`src/rtl/manchester_deserializer.sv`:
```
// Manchester chip-stream receiver: hunts for the encoded sync byte, then decodes
// 16 chips per byte and presents bytes on a single-entry AXI-Stream output register.
module manchester_deserializer #(
  parameter logic [7:0]  SYNC_BYTE = 8'hD5,
  parameter int unsigned ERR_CNT_W = 16
) (
  input  logic                 clk,
  input  logic                 rst,
  input  logic                 serial_in,
  output logic [7:0]           m_axis_tdata,
  output logic                 m_axis_tvalid,
  input  logic                 m_axis_tready,
  output logic                 m_axis_tuser,
  output logic                 locked,
  output logic                 overflow,
  output logic [ERR_CNT_W-1:0] code_err_cnt
);

  localparam int unsigned CHIPS_PER_BYTE = 16;
  localparam int unsigned IDX_W          = $clog2(CHIPS_PER_BYTE);

  // Bit b maps to chip pair {b,~b}, MSB first; first chip lands in the MSB.
  function automatic logic [CHIPS_PER_BYTE-1:0] manch_enc(input logic [7:0] b);
    logic [CHIPS_PER_BYTE-1:0] e;
    e = '0;
    for (int i = 0; i < 8; i++) begin
      e[2*i+1] = b[i];
      e[2*i]   = ~b[i];
    end
    return e;
  endfunction

  localparam logic [CHIPS_PER_BYTE-1:0] ENC_SYNC = manch_enc(SYNC_BYTE);

  typedef enum logic {
    S_HUNT = 1'b0,
    S_DATA = 1'b1
  } state_e;

  state_e                   state_q;
  logic [CHIPS_PER_BYTE-2:0] window_q;
  logic [IDX_W-1:0]         chip_idx_q;
  logic                     chip0_q;
  logic [6:0]               byte_q;
  logic                     first_q;
  logic [7:0]               tdata_q;
  logic                     tvalid_q;
  logic                     tuser_q;
  logic                     overflow_q;
  logic [ERR_CNT_W-1:0]     err_cnt_q;

  logic [CHIPS_PER_BYTE-1:0] window_d;
  logic [7:0]                byte_d;
  logic                      pair_ok;
  logic                      byte_done;

  // Current chip completes the window / pair; decisions are made on it directly.
  assign window_d  = {window_q, serial_in};
  assign byte_d    = {byte_q, chip0_q};
  assign pair_ok   = chip0_q ^ serial_in;
  assign byte_done = (state_q == S_DATA) && (chip_idx_q == IDX_W'(CHIPS_PER_BYTE - 1)) && pair_ok;

  always_ff @(posedge clk) begin
    if (rst) begin
      state_q    <= S_HUNT;
      window_q   <= '0;
      chip_idx_q <= '0;
      chip0_q    <= 1'b0;
      byte_q     <= '0;
      first_q    <= 1'b0;
      tdata_q    <= '0;
      tvalid_q   <= 1'b0;
      tuser_q    <= 1'b0;
      overflow_q <= 1'b0;
      err_cnt_q  <= '0;
    end else begin
      case (state_q)
        S_HUNT: begin
          window_q <= window_d[CHIPS_PER_BYTE-2:0];
          if (window_d == ENC_SYNC) begin
            state_q    <= S_DATA;
            chip_idx_q <= '0;
            first_q    <= 1'b1;
          end
        end
        S_DATA: begin
          // Window restarts empty so a later sync needs 16 fresh chips.
          window_q   <= '0;
          chip_idx_q <= chip_idx_q + IDX_W'(1);
          if (!chip_idx_q[0]) begin
            chip0_q <= serial_in;
          end else if (!pair_ok) begin
            // Invalid first pair is a normal end of frame, not a code error.
            if ((chip_idx_q[IDX_W-1:1] != '0) && (err_cnt_q != '1)) begin
              err_cnt_q <= err_cnt_q + ERR_CNT_W'(1);
            end
            state_q <= S_HUNT;
          end else begin
            byte_q <= byte_d[6:0];
          end
        end
        default: state_q <= S_HUNT;
      endcase

      // Single-entry output register; a full, stalled register drops the new byte.
      if (byte_done) begin
        first_q <= 1'b0;
        if (!tvalid_q || m_axis_tready) begin
          tdata_q  <= byte_d;
          tuser_q  <= first_q;
          tvalid_q <= 1'b1;
        end else begin
          overflow_q <= 1'b1;
        end
      end else if (tvalid_q && m_axis_tready) begin
        tvalid_q <= 1'b0;
      end
    end
  end

  assign m_axis_tdata  = tdata_q;
  assign m_axis_tvalid = tvalid_q;
  assign m_axis_tuser  = tuser_q;
  assign locked        = (state_q == S_DATA);
  assign overflow      = overflow_q;
  assign code_err_cnt  = err_cnt_q;

endmodule

```
`config.mk`:
```
export PLATFORM = sky130hd
export DESIGN_NAME = manchester_deserializer
export DESIGN_NICKNAME = d
export VERILOG_FILES = /design/src/rtl/manchester_deserializer.sv
export SDC_FILE = /design/constraint.sdc
export NUM_CORES = 1
export LEC_CHECK = 0
export ABC_AREA = 1
export CORE_MARGIN = 10
export CORE_UTILIZATION = 35
export CTS_CLUSTER_DIAMETER = 50
export CTS_CLUSTER_SIZE = 12
export DETAILED_ROUTE_END_ITERATION = 10
export DONT_BUFFER_PORTS = 1
export MAX_ROUTING_LAYER = met4
export PLACE_DENSITY = 0.49
export SYNTH_ARGS = -nofsm -noshare
export SYNTH_HDL_FRONTEND = slang
export SYNTH_SLANG_ARGS = --single-unit
```
`constraint.sdc`:
```
create_clock -name clk -period 2 [get_ports clk]
set_input_delay 0.4 -clock clk [delete_from_list [all_inputs] [get_ports clk]]
set_output_delay 0.4 -clock clk [all_outputs]
set_load 0.005 [all_outputs]
```
### Yosys cells after proc, flatten, opt, wreduce, memory -nomap -nowiden

Index checks and enable logic that the tools add are counted.

* register bits: 56
* input bits: 4
* output and inout port bits: 28
* logic and storage cells: 49

* add/subtract/negate cells: 2
* eq/ne operators: 5
* multiplexer cells: 10
* bitwise gates (word level): 5
* reductions and logical operators: 16

Operators by type and width (count)
* $pmux 15 s2: 1
* $add 16x1->16 const B: 1
* $eq 16x16->1 const B: 1
* $ne 16x16->1 const B: 1
* $reduce_and 2->1: 5
* $pmux 4 s2: 1
* $mux 1: 6
* $add 4x1->4 const B: 1
* $eq 4x4->1 const B: 1
* $logic_and 1x1->1: 4
* $mux 4: 1
* $not 1->1: 4
* $reduce_and 4->1: 1
* $reduce_and 3->1: 1
* $reduce_bool 3->1: 1
* $ne 2x1->1 const B: 1
* $ne 2x2->1 const B: 1
* $pmux 1 s2: 1
* $reduce_bool 2->1: 1
* $reduce_or 2->1: 1
* $logic_not 1->1: 1
* $logic_or 1x1->1: 1
* $xor 1x1->1: 1

### Logic depth before layout (Yosys ltp)

Gate-level depths: netlist (run 1).

* depth in word-level cells: 5
* gate-level depth with buffers: 10
* gate-level depth less buffers: 9

### Worst setup path before layout (run 1)

Ideal clock, no wire load.

* path kind: flip-flop to flip-flop
* start: register err_cnt_q[0] (netlist: code_err_cnt[0])
* end: register err_cnt_q[10] (netlist: code_err_cnt[10])
* arrival time: 1.510 ns
* data required time: 1.931 ns
* slack: 0.421 ns
* stages on the path, launching flop included: 11
* path buffers: 1
* clock period less this slack: 1.579 ns
* cell sequence: dfxtp_1 ha_1 inv_2 nor2_4 nand2_4 nor2_4 inv_2 nand2_4 buf_12 nand2_1 a21oi_2

* cells in the longest elaborated chain, start to end: 3

RTL lines
* start, declared: line 50 `logic [ERR_CNT_W-1:0] err_cnt_q;`
* start signal, assigned: line 95 `err_cnt_q <= err_cnt_q + ERR_CNT_W'(1);`
* branches (longest 3 deep; another with $add 16x1->16)

Parallel ways; which one is timed is not known.
A chain may end at the register's enable or synchronous reset.

### Worst setup path in the final report (run 1)

* start: register err_cnt_q[1] (netlist: code_err_cnt[1])
* end: register err_cnt_q[9] (netlist: code_err_cnt[9])

The elaborated chain is that of the path after synthesis.

==> reports/metrics.yaml, run 1 <==
post_cts_resize_count: 0
dr.pass1.iters: 4
ios: 32
final_antenna_net_count: 0
layout-drive-gt1-share: 0.132
die_width_um: 104
synthTopCellsByArea: "dfxtp_1 (45%), nand2_1 (12%), nor2_1 (7.9%)"
routabilityCongestion: 0.834
worst_pin_slew_ps: 681
hold_depth: 1
ys_ff_latch: 56
reg2reg_from: "code_err_cnt[1]$_SDFFE_PP0P_"
critPathSlowestCell: "nor2_2"
status: "complete, no violations"
cpMostUsedCell: "nor2_4"
synth_area_mm2: 0.00247
ir_drop_mv: 0.240
ctsHoldBuffers: 0
antenna_found_initial: 0
grt_max_degree: 33
power_mw: 1.77
nNetsFinal: 345
core_area_mm2: 0.00683
cp_data_required_time_ps: 2260
startpoint_type: "flip-flop"
crit_fanout: 16
path_cells: "ha_1 > inv_2 > nor2_4 > nand2_4 > nor2_4 > nor2_2 > nand2_1 > a21oi_2"
start_util: 0.362
reg2reg_slack_ps: 300
io_buffers: 0
maxCapViolCount: 0
clock_path_buffers: 2
avgSynthCellArea_um2: 7.38
p_per_area_mw_per_mm2: 663
yosysTopAreaCell: "dfxtp_1"
final_util: 0.392
grt_pass1_wl_um: 9410
hp-class: "in -> reg"
cts_setup_buffers: 0
dieHeight_um: 104
slew-limit-headroom: 0.545
dr.first_iter.drc_count: 84
clk_latency_ps: 310
finalWirelength_um: 5340
period_share: 0.849
cellLeakagePower_nw: 0.903
timing.fmax_mhz: 589
slew_violations: 0
htree_levels: 2
routedWlPerCell_um: 12.2
multi_input_area_mm2: 0.00116
hold_end: "chip_idx_q[1]$_SDFFE_PP0P_"
setup_viol: 0
worstPathArrival_ps: 1950
overflow: 0
drc: 0
synth_nets: 341
rows: 30
cts_root_buf: "clkbuf_8"
cts_sinks: 56
endpoint_kind: "flip-flop"
grt_pass1_vias: 1938
syn_inst: 335
hold_ws_ps: 142
crit_type: "reg -> reg"
skew_ps: 8.95
diodes: 0
synth_top_area_frac: 0.453
die_area_mm2: 0.0108
fillers: 755
path_buf_inv: 1
critPathTopFamily: "simple AND/OR/NAND/NOR gates"
synth_cell_types: 25
ys_seq_area_frac: 0.453
r2r-end: "code_err_cnt[9]$_SDFFE_PP0P_"
ys_warn_count: 0
cts_made_buffers: 5
hold_violations: 0
area_delta_synth_final_pct: 8.14
groute.usage.overall: 0.106
clk_pin_slew_worst_paths_ps: 100
vias: 2037
hold_start: "rst"
reg2reg_depth: 8
crit_start: "code_err_cnt[1]$_SDFFE_PP0P_"
viasPerCell: 4.67
hpwlAfterDp_um: 3840
cts_tree: "built"
regArea_mm2: 0.00112
cpPeakStageDelay_ps: 540
post-route-min-period_ps: 1700
rsz0062_at_grt: "false"
setup_tns_ps: 0
==> placed cells by master (no fill, tap or decap), drive strengths merged <==
| master | synthesis | layout |
|---|---|---|
| nand2 | 88 | 88 |
| nor2 | 58 | 58 |
| dfxtp | 56 | 56 |
| inv | 37 | 38 |
| a21oi | 31 | 31 |
| nand3 | 21 | 21 |
| o21ai | 12 | 12 |
| nand4 | 9 | 9 |
| buf | 4 | 6 |
| xnor2 | 5 | 5 |
| clkbuf | 5 | 5 |
| xor2 | 4 | 4 |
| ha | 2 | 2 |
| nor3 | 2 | 2 |
| clkinv | 0 | 2 |
| a211oi | 1 | 1 |
==> layout make-up <==
class                           count  area share
Inverter                           37      0.0519
Sequential cell                    56       0.419
Tap cell                           96      0.0449
Timing Repair Buffer                6      0.0168
Multi-Input combinational cell    233       0.433
Clock inverter                      3     0.00842
Clock buffer                        5      0.0257
==> per-stage QoR <==
step | setup slack [ps] | area, um^2 | cells
3_3_place_gp | 327 | 2580 | 428
2_1_floorplan | 421 | 2470 | 335
3_5_place_dp | 269 | 2580 | 428
5_1_grt | 84.1 | 2680 | 436
6_report | 303 | 2680 | 436
4_1_cts | 260 | 2680 | 436
==> metal layers <==
metal  GRT usage  wire [um]  share of wire  vias to the layer above
met5           -          0              0                        -
met4      0.0268         63          0.012                        0
met3      0.0353        356          0.067                        6
met2       0.163       2380           0.45                       35
met1       0.130       2540           0.47                      934
li1            -          -              -                     1062
==> synthesized netlist by cell type (all sizes together) <==
master and count:
a21oi 31, nor2 58, nand2 88, nand3 21
xor2 4, inv 37, buf 4, ha 2
a211oi 1, xnor2 5, dfxtp 56, nand4 9
clkbuf 5, nor3 2, o21ai 12
==> how the worst max path moves through the flow <==
stage / cells past startpoint / endpoint / slack [ps]
5_1_grt: 8 / code_err_cnt[9]$_SDFFE_PP0P_ / 80
6_report: 8 / code_err_cnt[9]$_SDFFE_PP0P_ / 300
2_1_floorplan: 10 / code_err_cnt[10]$_SDFFE_PP0P_ / 420
4_1_cts: 8 / code_err_cnt[11]$_SDFFE_PP0P_ / 260
3_5_place_dp: 8 / code_err_cnt[11]$_SDFFE_PP0P_ / 270
3_3_place_gp: 8 / code_err_cnt[10]$_SDFFE_PP0P_ / 330
==> worst register-to-register path, stage by stage (launching register included) <==
cell and delay (ps):
dfxtp_1 370, ha_1 220, inv_2 70, nor2_4 50, nand2_4 80, nor2_4 40
nor2_2 540, nand2_1 150, a21oi_2 140
==> cell families (layout without fill, tap and decap cells) <==
kind of cell | count (synthesis) | count (layout) | share of synthesized area
buffers and inverters | 46 | 51 | 0.0784
and+or+nand+nor | 178 | 178 | 0.321
AOI/OAI and AO/OA | 44 | 44 | 0.105
xor gates and xnor gates | 9 | 9 | 0.0319
DFF | 56 | 56 | 0.453
adders and majority gates | 2 | 2 | 0.0101
==> registers in the layout (all words and copies together), names as in the netlist, 4 cells and up <==
signal        cells
m_axis_tdata      8
code_err_cnt     16
byte_q            7
window_q         15
chip_idx_q        4
==> power by group <==
part           internal, mW  switching, mW  total, mW
Clock                 0.252          0.384      0.636
Sequential             1.12        0.00134       1.12
Combinational       0.00647         0.0133     0.0198
Power figures use the tool's default switching activity.
==> inputs of run 2 (changes only) <==
--- a/config.mk
+++ b/config.mk
@@ -13,7 +13,7 @@
 export DETAILED_ROUTE_END_ITERATION = 10
 export DONT_BUFFER_PORTS = 1
 export MAX_ROUTING_LAYER = met4
-export PLACE_DENSITY = 0.49
+export PLACE_DENSITY = 0.51
 export SYNTH_ARGS = -nofsm -noshare
 export SYNTH_HDL_FRONTEND = slang
 export SYNTH_SLANG_ARGS = --single-unit
==> constraint.sdc (replaced) <==
create_clock -name clk -period 1.5 [get_ports clk]
set_input_delay 0.3 -clock clk [delete_from_list [all_inputs] [get_ports clk]]
set_output_delay 0.3 -clock clk [all_outputs]
set_load 0.005 [all_outputs]
==> reports/metrics.yaml, run 2 (synthesis results as in run 1) <==
htree_levels: 2
hpwlAfterDp_um: 4100
grt_max_degree: 33
worst_pin_slew_ps: 268
final_antenna_net_count: 0
period_share: 0.935
die_area_mm2: 0.0108
clock_path_buffers: 2
routedWlPerCell_um: 12.2
layout-drive-gt1-share: 0.238
vias: 2100
post_dp_cell_area_mm2: 0.00279
dr.pass1.iters: 4
diodes: 0
skew_ps: 6.44
final_util: 0.439
p_per_area_mw_per_mm2: 778
dieHeight_um: 104
hp-class: "in -> reg"
cts_made_buffers: 5
hold_violations: 0
cp_data_required_time_ps: 1740
cts_tree: "built"
dr.first_iter.drc_count: 48
hold_ws_ps: 48.5
overflow: 0
maxCapViolCount: 0
nNetsFinal: 374
slew_violations: 0
multi_input_area_mm2: 0.00126
clk_pin_slew_worst_paths_ps: 100
cellLeakagePower_nw: 1.06
post-route-min-period_ps: 1400
numPlacedInstances: 453
groute.usage.overall: 0.106
grt_pass1_wl_um: 9490
largest_reg_flops: 16
ctsHoldBuffers: 0
worstPathArrival_ps: 1640
fillers: 749
area_delta_synth_final_pct: 21.2
slew-limit-headroom: 0.821
crit_type: "reg -> reg"
mostFrequentLayoutCells: "nand2_1 (74), dfxtp_1 (52), nor2_1 (48), inv_1 (35), buf_4 (31)"
drc: 0
fin_cells: 465
timing.fmax_mhz: 713
start_util: 0.362
rsz0062_at_grt: "true"
status: "complete, no violations"
startpoint_type: "flip-flop"
routabilityCongestion: 0.799
crit_fanout: 5
final_common_cell: "nand2_1"
ir_drop_mv: 0.497
fin_area_mm2: 0.00300
rows: 30
cts_root_buf: "clkbuf_8"
antenna_found_initial: 0
clk_latency_ps: 300
regArea_mm2: 0.00113
endpoint_kind: "flip-flop"
core_area_mm2: 0.00683
finalWirelength_um: 5690
die_width_um: 104
cts_sinks: 56
viasPerCell: 4.52
grt_pass1_vias: 1949
ios: 32
io_buffers: 0
setup_viol: 0
==> run 2: changes by cell type in the layout (fill, tap and decap cells not counted), moves of 4 or more <==
cell | before | now
nor2_1 | 52 | 48
dfxtp_1 | 56 | 52
buf_4 | 6 | 31
dfxtp_2 | 0 | 4
==> run 2: per-stage QoR <==
stage | power [mW] | worst slack (ps) | setup TNS [ps]
2_1_floorplan | 1.56 | 37.0 | 0
3_3_place_gp | 1.56 | -75.8 | -1020
3_5_place_dp | 1.56 | -98.6 | -1140
4_1_cts | 2.40 | 28.4 | 0
5_1_grt | 2.46 | -10.8 | -17.7
6_report | 2.33 | 97.7 | 0
==> run 2: path summary, 6_finish.rpt <==
| kind | endpoint | slack (ps) | cells after the start | start |
|---|---|---|---|---|
| setup / recovery | m_axis_tdata[6]$_SDFFE_PP0P_ | 100 | 6 | chip_idx_q[0]$_SDFFE_PP0P_ |
| hold / removal | chip_idx_q[0]$_SDFFE_PP0P_ | 50 | 1 | rst |
| setup reg to reg | m_axis_tdata[6]$_SDFFE_PP0P_ | 100 | 6 | chip_idx_q[0]$_SDFFE_PP0P_ |
| hold reg to reg | window_q[6]$_SDFF_PP0_ | 430 | 2 | window_q[5]$_SDFF_PP0_ |
==> run 2: critical path: stages, from the launching register on <==
cell	delay (ps)
dfxtp_2	380
ha_4	160
nand3_4	80
nor3_4	300
buf_2	220
nand3_1	80
a21oi_1	130
==> run 2: area by class of cell <==
| cell class | count | share of cell area |
|---|---|---|
| Clock inverter | 2 | 0.00542 |
| Inverter | 37 | 0.0463 |
| Multi-Input combinational cell | 234 | 0.419 |
| Timing Repair Buffer | 34 | 0.0897 |
| Sequential cell | 56 | 0.375 |
| Clock buffer | 6 | 0.0242 |
| Tap cell | 96 | 0.0400 |
==> run 2: per-layer routing <==
layer	wire [um]	vias up	GRT usage
met5	0	-	-
met4	40	0	0.0268
met3	370	6	0.0378
met2	2670	24	0.165
met1	2610	943	0.127
li1	-	1127	-
==> run 2: what timing repair did <==
item,in CTS,in global routing
resized for setup,2,20
pin swaps,0,3
setup buffers,0,2
cloned,0,2
setup endpoints to repair,21,26
==> run 2: report_power, final <==
part           total, mW  internal, mW  switching [mW]
logic             0.0297        0.0113          0.0184
registers           1.49          1.49         0.00164
clock network      0.813         0.333           0.479
==> inputs of run 3 (changes only) <==
--- a/config.mk
+++ b/config.mk
@@ -13,7 +13,7 @@
 export DETAILED_ROUTE_END_ITERATION = 10
 export DONT_BUFFER_PORTS = 1
 export MAX_ROUTING_LAYER = met4
-export PLACE_DENSITY = 0.51
+export PLACE_DENSITY = 0.49
 export SYNTH_ARGS = -nofsm -noshare
 export SYNTH_HDL_FRONTEND = slang
 export SYNTH_SLANG_ARGS = --single-unit
==> constraint.sdc (replaced) <==
create_clock -name clk -period 1.74 [get_ports clk]
set_input_delay 0.348 -clock clk [delete_from_list [all_inputs] [get_ports clk]]
set_output_delay 0.348 -clock clk [all_outputs]
set_load 0.005 [all_outputs]
==> reports/metrics.yaml, run 3 (synthesis results as in run 1) <==
crit_start: "chip_idx_q[0]$_SDFFE_PP0P_"
skew_ps: 14.1
fin_cells: 451
cts_tree: "built"
numPlacedInstances: 443
routedWlPerCell_um: 12.5
io_buffers: 0
cts_setup_buffers: 0
maxCapViolCount: 0
antenna_found_initial: 0
multi_input_area_mm2: 0.00117
post-route-min-period_ps: 1520
dr.first_iter.drc_count: 84
groute.usage.overall: 0.108
clock_path_buffers: 2
start_util: 0.362
crit_type: "reg -> reg"
drc: 0
dr.pass1.iters: 4
rsz0062_at_grt: "false"
diodes: 0
dieHeight_um: 104
p_per_area_mw_per_mm2: 786
regArea_mm2: 0.00112
core_area_mm2: 0.00683
cts_root_buf: "clkbuf_8"
hold_start: "rst"
overflow: 0
slew_violations: 0
final_common_cell: "nand2_1"
clk_latency_ps: 320
cellLeakagePower_nw: 0.996
cts_made_buffers: 5
period_share: 0.873
die_area_mm2: 0.0108
ios: 32
timing.fmax_mhz: 659
finalWirelength_um: 5640
layout-drive-gt1-share: 0.172
htree_levels: 2
cp_data_required_time_ps: 2000
fillers: 778
crit_fanout: 8
worst_pin_slew_ps: 454
worstPathArrival_ps: 1780
clk_pin_slew_worst_paths_ps: 110
mostFrequentLayoutCells: "nand2_1 (75), dfxtp_1 (56), nor2_1 (52), inv_1 (35)"
die_width_um: 104
grt_pass1_wl_um: 9520
startpoint_type: "flip-flop"
grt_pass1_vias: 1909
nNetsFinal: 360
ir_drop_mv: 0.415
endpoint_kind: "flip-flop"
cts_sinks: 56
status: "complete, no violations"
vias: 2046
reg2reg_from: "chip_idx_q[0]$_SDFFE_PP0P_"
routabilityCongestion: 0.804
rows: 30
viasPerCell: 4.54
setup_tns_ps: 0
largest_reg_flops: 16
setup_viol: 0
grt_max_degree: 33
final_antenna_net_count: 0
hold_violations: 0
area_delta_synth_final_pct: 14.1
hp-class: "in -> reg"
slew-limit-headroom: 0.697
hpwlAfterDp_um: 4100
==> run 3: final timing paths <==
kind                                                      to  slack [ps]  cells past startpoint
worst max-delay path            m_axis_tdata[4]$_SDFFE_PP0P_         220                      6
worst min-delay path            code_err_cnt[6]$_SDFFE_PP0P_          80                      1
worst min register to register        window_q[2]$_SDFF_PP0_         430                      2
worst max register to register  m_axis_tdata[4]$_SDFFE_PP0P_         220                      6
==> run 3: critical path, cell delays in order (launching register included) <==
cell	delay, ps
dfxtp_1	430
ha_1	210
nand3_1	120
nor3_2	290
buf_4	220
nand3_1	70
a21oi_1	130
==> run 3: final cells by class <==
cell class	instances	share of cell area
multi-input cells	233	0.413
flip-flops and latches	56	0.397
repair buffers	21	0.0559
inverters	37	0.0492
well taps	96	0.0426
clock buffers	5	0.0244
clock inverters	3	0.0177
==> run 3: timing repair <==
item | 4_1_cts | 5_1_grt
resized for setup | 0 | 2
hold buffers | 0 | 0
setup endpoints to repair | 0 | 26
==> run 3: metrics by stage <==
stage	area, um^2	setup slack, ps	power (mW)	hold WS [ps]	util
floorplan	2470	161	1.34	408	-
finish	2820	222	2.22	76.9	0.413
detailed placement	2700	58.2	1.34	420	0.395
CTS	2820	65.2	2.26	72.9	0.412
global route	2820	46.5	2.31	62.8	0.413
global placement	2700	106	1.34	417	0.395
==> run 3: layer usage <==
metal | wire length [um] | track usage
met5 | 0 | -
met4 | 57 | 0.0298
met2 | 2450 | 0.161
met1 | 2800 | 0.137
met3 | 327 | 0.0353
==> run 3: power breakdown <==
part / leakage, nW / internal (mW) / switching (mW)
logic: 0.484 / 0.00744 / 0.0151
registers: 0.451 / 1.28 / 0.00160
clock network: 0.0607 / 0.445 / 0.466
